$ cat src/rtl/truth_table_checker_pkg.sv
// Shared types and constants for the truth-table checker: FSM state encoding,
// table dimensions and the signature MISR polynomial.
package tt_chk_pkg;

  localparam int NUM_IN  = 4;
  localparam int NUM_OUT = 10;
  localparam int NUM_VEC = 16;

  // x^16 + x^12 + x^5 + 1
  localparam logic [15:0] MISR_POLY = 16'h1021;
  localparam logic [15:0] MISR_SEED = 16'hFFFF;

  typedef enum logic [1:0] {
    ST_IDLE,
    ST_SETTLE,
    ST_SAMPLE,
    ST_DONE
  } state_t;

  function automatic logic [15:0] misr_next(input logic [15:0] sig, input logic [15:0] data);
    return {sig[14:0], 1'b0} ^ (sig[15] ? MISR_POLY : 16'h0000) ^ data;
  endfunction

endpackage

$ cat src/rtl/truth_table_checker_exp_mem.sv
// Expected-response table: 16x10 register file, synchronous write,
// combinational read, no reset (contents survive a checker reset).
module tt_exp_mem
  import tt_chk_pkg::*;
(
  input  logic               clk,
  input  logic               wr_en,
  input  logic [NUM_IN-1:0]  wr_addr,
  input  logic [NUM_OUT-1:0] wr_data,
  input  logic [NUM_IN-1:0]  rd_addr,
  output logic [NUM_OUT-1:0] rd_data
);

  logic [NUM_OUT-1:0] mem [NUM_VEC];

  always_ff @(posedge clk) begin
    if (wr_en) mem[wr_addr] <= wr_data;
  end

  assign rd_data = mem[rd_addr];

endmodule

$ cat config.mk
export PLATFORM = sky130hd
export DESIGN_NAME = tt_exp_mem
export DESIGN_NICKNAME = d
export VERILOG_FILES = /design/src/rtl/truth_table_checker_pkg.sv /design/src/rtl/truth_table_checker_exp_mem.sv
export SDC_FILE = /design/constraint.sdc
export NUM_CORES = 1
export LEC_CHECK = 0
export CAP_MARGIN = 20
export CORE_MARGIN = 2
export CORE_UTILIZATION = 30
export CTS_BUF_LIST = sky130_fd_sc_hd__clkbuf_8
export CTS_CLUSTER_SIZE = 10
export DETAILED_ROUTE_END_ITERATION = 7
export PLACE_DENSITY = 0.48
export SLEW_MARGIN = 15
export SYNTH_ARGS = -nofsm -noshare
export SYNTH_HDL_FRONTEND = slang
export SYNTH_SLANG_ARGS = --single-unit
$ cat constraint.sdc
create_clock -name clk -period 3.5 [get_ports clk]
set_input_delay 1.05 -clock clk [delete_from_list [all_inputs] [get_ports clk]]
set_output_delay 1.05 -clock clk [all_outputs]
set_load 0.02 [all_outputs]
==> results of run 1 <==
## power by group through the flow
stage	Clock, W	Sequential, W	Combinational (W)
2_1_floorplan	0	0.00219	0.000132
3_3_place_gp	0	0.00220	0.000276
3_5_place_dp	0	0.00220	0.000277
4_1_cts	0.00147	0.00215	0.000300
5_1_grt	0.00154	0.00216	0.000336
6_report	0.00143	0.00215	0.000312
## critical path: stages
cell and delay (ns):
buf_12 0.11, buf_12 0.14, buf_12 0.13, buf_6 0.09, mux4_2 0.49, a22oi_2 0.20, nand2_1 0.09, buf_6 0.13
## final timing paths
kind,to,slack [ns],cells after the start
worst max-delay path,rd_data[1],0.01,8
worst min-delay path,mem[4][3],1.57,1
## synthesized netlist by cell type
cell type / number
edfxtp_1: 160
mux4_2: 28
a22oi_1: 20
nor2_1: 13
mux4_1: 12
nand2_1: 11
buf_1: 5
nor3_1: 4
buf_4: 2
buf_8: 2
clkbuf_1: 2
nand2b_1: 2
nand3b_1: 2
nor2b_1: 2
and2_1: 1
buf_6: 1
nand3_1: 1
or3b_1: 1
## logic make-up after synthesis
family	count (synthesis)
flops	160
mux	40
compound gates	20
buf+inv	12
simple gates	37
## metrics by stage
stage | worst slack [ns] | cells | util [%] | hold WS [ns]
2_1_floorplan | 0.290 | 269 | - | 1.15
3_3_place_gp | -0.539 | 593 | 35.0 | 2.03
3_5_place_dp | -0.549 | 593 | 35.0 | 2.08
4_1_cts | -0.0265 | 637 | 37.9 | 1.58
5_1_grt | -0.0332 | 641 | 38.4 | 1.62
6_report | 0.00999 | 642 | 38.4 | 1.57
## cell type report
type,count,area share [%]
antenna,1,0.0323
clock buffer,17,3.02
clock inverter,15,2.52
multi-input combinational,97,17.7
sequential,160,62.0
tap,270,4.36
timing repair buffer,82,10.4
## metal layers
layer / part of all wire, % / GRT usage [%] / vias up
met5: 0 / 0 / -
met4: 0.65 / 3.61 / 0
met3: 4.2 / 3.88 / 6
met2: 48 / 20.3 / 55
met1: 47 / 18.3 / 1601
li1: - / - / 1329
## repair_timing
item                                    in CTS  in global routing
pin swaps                                    7                  4
endpoints found under the setup margin      10                  9
gates resized for setup                     70                 20
gates cloned                                 1                  0
buffers inserted                            11                  4
==> summary.txt, run 1 <==
Power
  • Internal power: between 0.003 and 0.004 W
  • Sequential Power Share: 55.3%
  • Final Total Pwr: 0.00389 W
  • VDD IR-drop max: 0.217 mV
  • Combinational power share: 8.0%
  • P_leak: 2.52 nW
  • Switching Share: 21.1%
  • P_sw: 0.000823 W
  • Pwr dens: approximately 500 nW/um^2
  • Clock Power Share: 36.7%

Flow run
  • Max_cap viols: 0

Layout
  • Final Cell Area: 7750 sq um
  • Share of post-route cells with drive strength above 1: 42.3%
  • Leading cell type in the layout, fill and taps excluded: edfxtp_1
  • Fill cells: 1,873
  • Largest register by flop count: mem
  • Nets: 378
  • Synthesis-to-layout area growth: 25.9%
  • Most frequent cells in the layout: edfxtp_1, buf_4, mux4_2
  • Register area: slightly below 5000 sq um
  • Max reg flops: 160
  • Multi-input gate area: 1370 sq um
  • Biggest regs: mem: 160 flops

Worst setup path
  • Critical path startpoint category: input port
  • Req. time, crit path: between 2 and 2.5 ns
  • Crit end category: output port
  • Critical path arrival: about 2.4 ns
  • CP Max Fanout: 7
  • Critical path type: in2out
  • Critical path origin: rd_addr[0]

Clock network
  • Hold Buf Count CTS: 0
  • CTS tree: done
  • Clk Tree Root Cell: clkbuf_8
  • Cts bufs inserted: 17
  • Clock-pin slew reported for the worst setup and hold paths after clock tree synthesis: 0.08 ns
  • Max Root-Sink Buffers: 2
  • CTS Sinks: 160
  • # H-tree levels: 4

Floorplanning
  • Initial Util: 30.5%
  • Core Footprint: 20,200 sq um
  • Die ar.: 21,700 sq um
  • Io pins: 30
  • Die H: about 150 microns
  • Die width: 147 microns
  • Row count: 52

STA
  • Setup_tns: 0 ns
  • Worst-margin pin slew: 0.608 ns
  • FMAX: 0.287 GHz
  • Final Setup Violations: 0
  • Final hold vios: 0
  • Tcrit/Tclk final: 99.7%
  • Max-Slew Margin vs Limit: approximately three fifths
  • Pins Over Slew Limit: 0
  • RSZ-0062 raised after global routing: true
  • Min Tclk post-route: between 3 and 4 ns

Route
  • First-pass detailed-route iteration total: 5
  • Post-route DRC: 0
  • Post-route ant nets: 0
  • Via/cell ratio: 4.66
  • Number of DRC markers in iteration 0: 165
  • Routed len/inst: 20.7 microns
  • Final WL: 13.3 mm
  • Vias post-DR: 2,991

Place
  • Dpl cell area: between 7000 and 8000 sq um
  • HPWL Detailed: around 8.6 mm
  • Global placement routability congestion: 0.729
  • IO Port Bufs: 29

Logic synthesis
  • Syn. warnings: 0
  • Flops & latches, synth: 160
  • Yosys top cell by area: edfxtp_1
  • Synth Area in Adders: 0%
  • Compound-Gate Fraction of Synth Area: 2.44%
  • Syn Nets: 289
  • Largest family of logic cells by synthesized area: multiplexers
  • Mapped Area: around 6200 sq um
  • Seq/Total Area, Yosys: about four fifths
  • Yosys cell types: 18
  • Largest cells by area after synthesis: edfxtp_1, mux4_2, mux4_1
  • Syn Area/Cell: 22.9 sq um
  • Cells after Synth: 269
  • Mux contribution to synthesized area: 15.4%
  • Simple-gate share of the synthesized area: between 2 and 3%
  • Post-Synth XOR/XNOR Area: 0%
  • Area share of the largest cell type after synthesis: between 70 and 80%

Outcome
  • Status: complete, no violations

Global routing
  • GRT overflow: 0
  • Initial antenna violation count: 1
  • Vias in the first global route: 3,205
  • Largest net degree at the start of global routing: 22
  • First-pass GRT wire length: a little over 20 mm
  • Total GRT Usage: a little over an eighth

Worst hold path
  • Hold Crit Start: wr_data[3]
  • Worst hold path type: in2reg
No activity file was read; power rests on OpenSTA's default activity.
==> run 2, diff against run 1 <==
- TNS_END_PERCENT: not set -> 10
==> summary.txt, run 2 (synthesis results as in run 1) <==
Outcome
  • Status: complete, no violations

Layout
  • Fill cells: 1,871
  • Leading cell type in the layout, fill and taps excluded: edfxtp_1
  • Biggest regs: mem: 160 flops
  • Max reg flops: 160
  • Most frequent cells in the layout: edfxtp_1, buf_4, mux4_2
  • Nets: approximately 380
  • Share of post-route cells with drive strength above 1: between 40% and 50%
  • Synthesis-to-layout area growth: 25.6%
  • Final Cell Area: ~7700 sq um
  • Layout Utilization: 38.3%
  • Layout Cells excl Fill: 641
  • Largest register by flop count: mem

Power
  • P_leak: 2.53 nW
  • Pwr dens: 502 nW/um^2
  • VDD IR-drop max: 0.215 mV

Worst setup path
  • Worst-path cell chain: buf_12 -> buf_12 -> buf_12 -> buf_6 -> mux4_2 -> a22oi_2 -> nand2_1 -> buf_6
  • Crit end category: output port
  • Slowest stage delay, CP: 0.49 ns
  • Critical path type: in2out
  • Critical path origin: rd_addr[0]
  • Critical path arrival: 2.44 ns
  • CP Max Fanout: 7
  • WP buf/inv: 5
  • Most used cell, CP: buf_12
  • Crit path max-delay family: buffers and inverters
  • Req. time, crit path: 2.45 ns
  • Critical path startpoint category: input port
  • CP max stage cell: mux4_2

STA
  • Worst-margin pin slew: 0.603 ns
  • Final Setup Violations: 0
  • FMAX: 0.287 GHz
  • Max-Slew Margin vs Limit: around three fifths
  • Min Tclk post-route: 3.49 ns
  • Tcrit/Tclk final: 99.7%
  • Setup_tns: 0 ns
  • RSZ-0062 raised after global routing: true
  • Pins Over Slew Limit: 0
  • Final hold vios: 0
  • Final Worst Setup Slack: 0.0103 ns

Place
  • Dpl cell area: 7050 sq um
  • Setup WS pre-CTS: -0.549 ns
  • Placed cell count: between 500 and 600
  • Global placement routability congestion: roughly 0.73
  • HPWL Detailed: 8.55 mm
  • IO Port Bufs: 29

Global routing
  • First-pass GRT wire length: 20.2 mm
  • Vias in the first global route: 3,203
  • Initial antenna violation count: 1
  • Total GRT Usage: 13.1%
  • Largest net degree at the start of global routing: 22
  • GRT overflow: 0

Floorplanning
  • Row count: 52
  • Die ar.: 21,700 sq um
  • Die H: 147 microns
  • Core Footprint: 20,200 sq um
  • Initial Util: 30.5%
  • Die width: 147 microns
  • Io pins: 30

Worst hold path
  • Worst hold path type: in2reg
  • Hold Crit Start: wr_data[3]
  • Hold EP: mem[4][3]
  • WHS Path Cells: 1

Route
  • Final WL: 13.3 mm
  • Vias post-DR: 2,989
  • Via/cell ratio: approximately 4.7
  • First-pass detailed-route iteration total: 4
  • Number of DRC markers in iteration 0: 165
  • Routed len/inst: 20.8 microns
  • Post-route ant nets: 0
  • Post-route DRC: 0

Clock network
  • CTS Sinks: 160
  • CTS tree: done
  • Clock-pin slew reported for the worst setup and hold paths after clock tree synthesis: 0.08 ns
  • Clk Tree Root Cell: clkbuf_8
  • Cts bufs inserted: 17
  • # H-tree levels: 4
  • Max Root-Sink Buffers: 2

Flow run
  • Max_cap viols: 0
-- run 2: power by group --
group          internal (W)  switching (W)
registers           0.00215     0.00000743
clock network      0.000773       0.000654
logic              0.000147       0.000158
total               0.00307       0.000819
-- run 2: what timing repair did --
item                       4_1_cts  5_1_grt
buffers inserted                10        4
gates cloned                     1        0
setup endpoints to repair       10        9
pin swaps                        4        5
resized for setup               63       18
hold buffers                     0        0
-- run 2: layer usage --
layer	up-vias	share of wire (%)	track usage, %
met5	-	0	0
met4	0	0.73	3.61
met3	7	3.6	3.85
met2	53	48	20.3
met1	1600	48	18.2
li1	1329	-	-
-- run 2: worst max-delay path by stage --
stage,cells after the start,end,slack (ns)
floorplan,5,rd_data[0],0.29
detailed placement,8,rd_data[1],-0.55
finish,8,rd_data[1],0.01
global route,8,rd_data[1],-0.03
CTS,6,rd_data[3],-0.05
global placement,6,rd_data[4],-0.54
-- run 2: stage by stage --
stage	total power, W	hold WS [ns]
5_1_grt	0.00403	1.62
6_report	0.00388	1.57
3_3_place_gp	0.00247	2.03
3_5_place_dp	0.00247	2.08
4_1_cts	0.00392	1.58
2_1_floorplan	0.00233	1.15
-- run 2: layout make-up --
type                       count  area (sq um)  area share [%]
antenna                        1          2.50          0.0324
clock buffer                  17           234            3.03
clock inverter                15           195            2.52
multi-input combinational     97          1370            17.8
sequential                   160          4800            62.1
tap                          270           338            4.37
timing repair buffer          81           783            10.1
